`src/rtl/sram_master.sv`:
```
// CPU-side controller for a single-port 256x32 SRAM: byte/halfword/word loads and stores,
// with sub-word stores done as read-modify-write and misaligned requests rejected.
module sram_master (
  input  logic        clk,
  input  logic        rst,
  input  logic        req,
  input  logic        we,
  input  logic [1:0]  size,
  input  logic        uns,
  input  logic [9:0]  addr,
  input  logic [31:0] wdata,
  output logic        ready,
  output logic        ack,
  output logic        err,
  output logic [31:0] rdata,
  output logic        CSram,
  output logic        EscrMem,
  output logic        LeerMem,
  output logic [7:0]  Direc,
  output logic [31:0] Datain,
  input  logic [31:0] Dataout
);

  typedef enum logic [2:0] {StIdle, StRd, StRdw, StWr, StDone} state_e;

  state_e      state_q;
  logic        we_q;
  logic        uns_q;
  logic [1:0]  size_q;
  logic [1:0]  lane_q;
  logic [15:0] wdata_q;
  logic        err_q;
  logic [31:0] rdata_q;
  logic [31:0] datain_q;
  logic [7:0]  direc_q;

  logic        illegal;
  logic [7:0]  lane_byte;
  logic [15:0] lane_half;
  logic [31:0] load_val;
  logic [31:0] merged;

  always_comb begin
    illegal = (size == 2'b11) ||
              ((size == 2'b01) && addr[0]) ||
              ((size == 2'b10) && (addr[1:0] != 2'b00));
  end

  // Lane extraction and merge both work on the word the SRAM holds on Dataout during RDW.
  always_comb begin
    lane_byte = Dataout[{lane_q, 3'b000} +: 8];
    lane_half = Dataout[{lane_q[1], 4'b0000} +: 16];
    case (size_q)
      2'b00:   load_val = {{24{~uns_q & lane_byte[7]}}, lane_byte};
      2'b01:   load_val = {{16{~uns_q & lane_half[15]}}, lane_half};
      default: load_val = Dataout;
    endcase
    merged = Dataout;
    if (size_q == 2'b00) begin
      merged[{lane_q, 3'b000} +: 8] = wdata_q[7:0];
    end else begin
      merged[{lane_q[1], 4'b0000} +: 16] = wdata_q[15:0];
    end
  end

  always_ff @(posedge clk or posedge rst) begin
    if (rst) begin
      state_q  <= StIdle;
      we_q     <= 1'b0;
      uns_q    <= 1'b0;
      size_q   <= 2'b00;
      lane_q   <= 2'b00;
      wdata_q  <= '0;
      err_q    <= 1'b0;
      rdata_q  <= '0;
      datain_q <= '0;
      direc_q  <= '0;
    end else begin
      case (state_q)
        StIdle: begin
          if (req) begin
            we_q    <= we;
            size_q  <= size;
            uns_q   <= uns;
            lane_q  <= addr[1:0];
            wdata_q <= wdata[15:0];
            direc_q <= addr[9:2];
            err_q   <= illegal;
            if (illegal) begin
              state_q <= StDone;
            end else if (we && (size == 2'b10)) begin
              datain_q <= wdata;
              state_q  <= StWr;
            end else begin
              state_q <= StRd;
            end
          end
        end
        StRd:  state_q <= StRdw;
        StRdw: begin
          if (we_q) begin
            datain_q <= merged;
            state_q  <= StWr;
          end else begin
            rdata_q <= load_val;
            state_q <= StDone;
          end
        end
        StWr:  state_q <= StDone;
        StDone: begin
          err_q   <= 1'b0;
          state_q <= StIdle;
        end
        default: state_q <= StIdle;
      endcase
    end
  end

  // Strobes are pure state decodes so an asynchronous reset clears them at once.
  assign ready   = (state_q == StIdle);
  assign ack     = (state_q == StDone);
  assign CSram   = (state_q == StRd) || (state_q == StWr);
  assign LeerMem = (state_q == StRd);
  assign EscrMem = (state_q == StWr);
  assign err     = err_q;
  assign rdata   = rdata_q;
  assign Direc   = direc_q;
  assign Datain  = datain_q;

endmodule

```
`config.mk`:
```
export PLATFORM = sky130hd
export DESIGN_NAME = sram_master
export DESIGN_NICKNAME = d
export VERILOG_FILES = /design/src/rtl/sram_master.sv
export SDC_FILE = /design/constraint.sdc
export NUM_CORES = 1
export LEC_CHECK = 0
export ABC_CLOCK_PERIOD_IN_PS = 3150
export BUFFER_PORTS_ARGS = -buffer_cell sky130_fd_sc_hd__buf_2
export CORE_AREA = 2 2 134 110
export DETAILED_ROUTE_END_ITERATION = 16
export DIE_AREA = 0 0 136 112
export SETUP_SLACK_MARGIN = 0.4
export SLEW_MARGIN = 10
export SYNTH_ARGS = -nofsm -noshare
export SYNTH_HDL_FRONTEND = slang
export SYNTH_SLANG_ARGS = --single-unit
```
`constraint.sdc`:
```
create_clock -name clk -period 3.15 [get_ports clk]
set_input_delay 0.1575 -clock clk [delete_from_list [all_inputs] [get_ports clk]]
set_output_delay 0.1575 -clock clk [all_outputs]
set_load 0.01 [all_outputs]
```
-- After elaboration in Yosys (flattened, before gate mapping)
Cells that the tools add are included.
- output and inout port bits: 78
- bits in registers: 98
- word-level logic and storage cells: 65
- bitwise operators: 4
- shifts and indexed selects: 6
- mux-type cells: 16
- add/subtract/negate cells: 2
- equality and inequality tests: 12
- reductions and logical operators: 15
- operator list (cell ; number):
    $mux W32 ; 5
    $pmux W32 S2 ; 2
    $bwmux W32 ; 2
    $shift A16 B7 Y32 const A ; 1
    $shift A8 B7 Y32 const A ; 1
    $shiftx A16 B7 Y32 ; 1
    $shiftx A32 B6 Y16 ; 1
    $shiftx A32 B6 Y8 ; 1
    $shiftx A8 B7 Y32 ; 1
    $neg A5 Y7 ; 2
    $pmux W3 S4 ; 1
    $mux W3 ; 3
    $eq A3 B2 Y1 const B ; 2
    $ne A2 B2 Y1 const B ; 3
    $reduce_and A2 Y1 ; 3
    $reduce_bool A2 Y1 ; 3
    $reduce_and A5 Y1 ; 1
    $eq A2 B1 Y1 const B ; 2
    $eq A2 B2 Y1 const B ; 2
    $eq A3 B1 Y1 const B ; 1
    $eq A3 B3 Y1 const B ; 1
    $logic_and A1 B1 Y1 ; 3
    $logic_not A3 Y1 ; 1
    $logic_or A1 B1 Y1 ; 3
    other kinds (7) ; 9

-- Depth between registers and ports, before layout
- depth in word-level cells: 7
- mapped depth: 10

-- Worst setup path after synthesis
OpenSTA, ideal clock, no wires.
- kind: register -> register
- start point: reg lane_q[1]
- end point: reg datain_q[24] (netlist: Datain[24])
- path slack: 0.877 ns
- setup time: 0.077 ns
- arrival: 2.196 ns
- data required time: 3.073 ns
- path buffers: 2
- cell stages (with the launch flop): 9
- path through: dfrtp_1 -> buf_2 -> inv_1 -> buf_2 -> ha_1 -> nor4_1 -> a221o_1 -> a22oi_1 -> o21ai_1
- cells in the longest elaborated chain, start to end: 6
- RTL lines (element ; RTL line ; source):
    from (decl) ; 30 ; logic [1:0] lane_q;
    from (signal assigned) ; 85 ; lane_q <= addr[1:0];
    $neg A5 Y7, on equally long branches ; 62, 60 ;
    $shiftx A16 B7 Y32 (tied with other cells) ; 62 ; merged[{lane_q[1], 4'b0000} +: 16] = wdata_q[15:0];
    $bwmux W32, on equally long branches ; 62, 60 ;
    $mux W32 (*) ; 59 ; if (size_q == 2'b00) begin
    $mux W32 (*) ; 101 ; if (we_q) begin
    $pmux W32 S2 (*) ; 79 ; case (state_q)
    to (signal assigned) ; 92 ; datain_q <= wdata;
    to (signal assigned) ; 102 ; datain_q <= merged;
    to (decl) ; 34 ; logic [31:0] datain_q;
Mark *: on every way between the ends. The rest lies on a longest branch, timed or not. The select of a mux whose other input is x is not followed.
A chain may end at the register's enable or synchronous reset.

-- Final worst setup path
- start point: reg lane_q[1]
- end point: reg rdata_q[27] (netlist: rdata[27])
- cells in the longest elaborated chain, start to end: 3
- RTL lines (element ; RTL line ; source):
    $shiftx A32 B6 Y16 or $shiftx A32 B6 Y8 (tied branches) ; 52, 51 ;
    $and A1 B1 Y1, on equally long branches ; 55, 54 ;
    $pmux W32 S2 (*) ; 53 ; case (size_q)
    to (signal assigned) ; 105 ; rdata_q <= load_val;
    to (decl) ; 33 ; logic [31:0] rdata_q;
Mark *: on every way between the ends. The rest lies on a longest branch, timed or not.

==> results.json <==
{
  "status": "completed",
  "cp_slowest_cell": "nor2_1",
  "cp.required_ns": 3.33,
  "grt_start_max_net_pins": 99,
  "vias": 4931,
  "drt_iter0_markers": 344,
  "dp.cells": 868,
  "grt_usage_pct": 22.1,
  "whs_ns": 0.0315,
  "busiest_layer": "met1",
  "tritoncts": "yes",
  "syn_nets": 643,
  "place_congestion": 0.865,
  "synth-adder-area-share_pct": 1.16,
  "avgSynthCellArea_um2": 9.72,
  "clkSinkCount": 98,
  "drv_slew": 0,
  "met1_usage_pct": 32.7,
  "critPathMaxStageDelay_ns": 0.86,
  "ant_nets": 0,
  "p_leak_uw": 0.00310,
  "grt_pass1_wl_mm": 25.7,
  "fin_cells": 886,
  "yosysTopAreaCellShare_pct": 45.3,
  "max-vdd-ir-drop_v": 0.000459,
  "drc": 0,
  "netlist_area_um2": 5420,
  "numCtsBuffers": 9,
  "grtUsageMet3_pct": 4.96,
  "htreeDepth": 3,
  "synthXorXnorAreaFrac_pct": 0,
  "clock_latency_ns": 0.35,
  "num_io_pins": 159,
  "finalHoldViolCount": 0,
  "synth_ff_type": "dfrtp_1",
  "yosysSeqAreaShare_pct": 45.3,
  "cts_setup_buffers": 0,
  "die_height_um": 112,
  "fill_cells": 1397,
  "seq_area_um2": 2450,
  "multi_input_area_um2": 2720,
  "portBuffers": 158,
  "synth_top_area_cell": "dfrtp_1",
  "coreArea_um2": 14000,
  "final_cell_mix": "buf_2, dfrtp_1, nand2_1, a21oi_1, mux2i_1",
  "die_w_um": 136,
  "path_max_fanout": 30,
  "synth_top_family_by_area": "compound AO/OA/AOI/OAI gates",
  "postLayoutCellArea_um2": 6650,
  "antenna_found_initial": 1,
  "final_common_cell": "buf_2",
  "final.setup.tns_ns": 0,
  "ys_ff_latch": 98,
  "hp-class": "input port to flop",
  "hpwl_mm": 12.2,
  "path_class": "flop to flop",
  "wl_per_cell_um": 18.6,
  "synth.distinct_cells": 37,
  "fin_crit_ns": 2.59,
  "nNetsFinal": 782,
  "die_area_um2": 15200,
  "maxSlewHeadroom_pct": 24.5,
  "avgViaCountPerCell": 5.57,
  "max_freq_mhz": 386,
  "synthMuxAreaShare_pct": 13.2,
  "ys_warn_count": 0,
  "arrival_ns": 2.76,
  "clkSlewWorstSetupHoldPaths_ns": 0.07,
  "synth_compound_area_share_pct": 24.8,
  "drt-total-wl_mm": 16.5,
  "drive_gt1_share_pct": 34.0,
  "postLayoutCoreUtil_pct": 47.7,
  "clock_skew_ns": 0.0108,
  "synth_edf_count": 0,
  "maxCapViolCount": 0,
  "rsz0062_at_grt": "no",
  "path_buf_inv": 1,
  "cts_buffer_depth": 2,
  "area_growth_pct": 22.8,
  "start_util_pct": 38.8,
  "end_kind": "flop",
  "crit_path_cell_trace": "buf_4 -> mux2_2 -> nor2_1 -> a2111oi_0 -> nor2_1 -> a21oi_1",
  "hold_buffers": 1,
  "cts_resized": 0,
  "min_period_over_period_pct": 82.2,
  "tightest_slew_ns": 1.13,
  "synthArstFlopShare_pct": 100,
  "cts_root_buffer": "clkbuf_16",
  "grt_pass1_vias": 4601,
  "synth-simple-area-share_pct": 10.8,
  "setup_viol": 0,
  "yosys-top-cells-area": "dfrtp_1, mux2i_1, mux2_2",
  "globalRouteMet2Util_pct": 32.4,
  "drtPass1Iterations": 5,
  "netlist_instances": 557,
  "placed_area_um2": 6340,
  "crit_top_cell": "nor2_1",
  "overflow": 0,
  "num_rows": 39,
  "start_kind": "flop",
  "crit_family": "simple AND/OR/NAND/NOR gates",
  "r2r_slack_ns": 0.56,
  "power_density_nw_per_um2": 1070
}
registers in the layout, indices dropped and copies added (netlist names):
| register | flops |
|---|---|
| rdata | 32 |
| wdata_q | 16 |
| size_q | 2 |
| Direc | 8 |
| we_q | 1 |
| uns_q | 1 |
| Datain | 32 |
| err | 1 |
| state_q | 3 |
| lane_q | 2 |
worst register-to-register path, cell delays in order (launching register included):
cell,delay [ns]
dfrtp_2,0.37
buf_4,0.41
mux2_2,0.44
nor2_1,0.10
a2111oi_0,0.08
nor2_1,0.86
a21oi_1,0.16
path summary, 6_finish.rpt:
check                            from    endpoint  cells past startpoint
max reg2reg                 lane_q[1]   rdata[27]                      6
max                         lane_q[1]   rdata[27]                      6
min                           addr[3]    Direc[1]                      2
min reg2reg                Datain[10]  Datain[10]                      2
min in group asynchronous         rst   rdata[21]                      4
max in group asynchronous         rst   lane_q[1]                      4
per-layer routing:
layer / part of all wire (%) / routed length [um]
met4: 1.9 / 315
met5: 0 / 0
met3: 7.1 / 1180
met1: 47 / 7680
met2: 44 / 7340
cells in the mapped netlist (5+ instances only):
cell type / n
o21ai_2: 17
nor3_1: 9
buf_2: 7
ha_1: 5
o21ai_0: 24
clkbuf_1: 27
a221o_1: 24
nor2b_1: 8
nor2_1: 26
nand2_1: 71
inv_1: 8
mux2i_1: 41
a221oi_1: 8
o21ai_1: 15
a21oi_1: 58
a22oi_1: 24
dfrtp_1: 98
a211oi_1: 10
mux2_2: 27
buf_6: 6
o22ai_1: 15
layout make-up:
| cell class | count | share of cell area (%) |
|---|---|---|
| inverter | 11 | 0.658 |
| multi-input combinational | 404 | 40.8 |
| timing repair buffer | 172 | 13.7 |
| clock inverter | 4 | 0.771 |
| tap | 184 | 3.46 |
| sequential | 98 | 36.9 |
| clock buffer | 12 | 3.70 |
| antenna | 1 | 0.0376 |
logic make-up (layout without fill, tap and decap cells):
| kind of cell | after synthesis | count (layout) |
|---|---|---|
| simple gates | 131 | 131 |
| mux | 68 | 68 |
| other cells | 0 | 1 |
| fa+ha+maj | 5 | 5 |
| flops | 98 | 98 |
| compound gates | 200 | 200 |
| buf+inv | 55 | 199 |
through the flow:
step | power, uW | setup slack [ns]
after floorplan | 4800 | 0.430
after global placement | 5890 | 0.722
after detailed placement | 5990 | 0.631
after CTS | 7120 | 0.603
after global routing | 7640 | 0.405
final | 7090 | 0.562
power by group:
| part | switching [uW] | internal [uW] | leakage, uW |
|---|---|---|---|
| sequential | 542 | 1890 | 0.00119 |
| clock | 468 | 638 | 0.000143 |
| combinational | 2040 | 1500 | 0.00176 |
| total | 3050 | 4040 | 0.00310 |
Note: power is estimated with default switching activity, not from simulation.
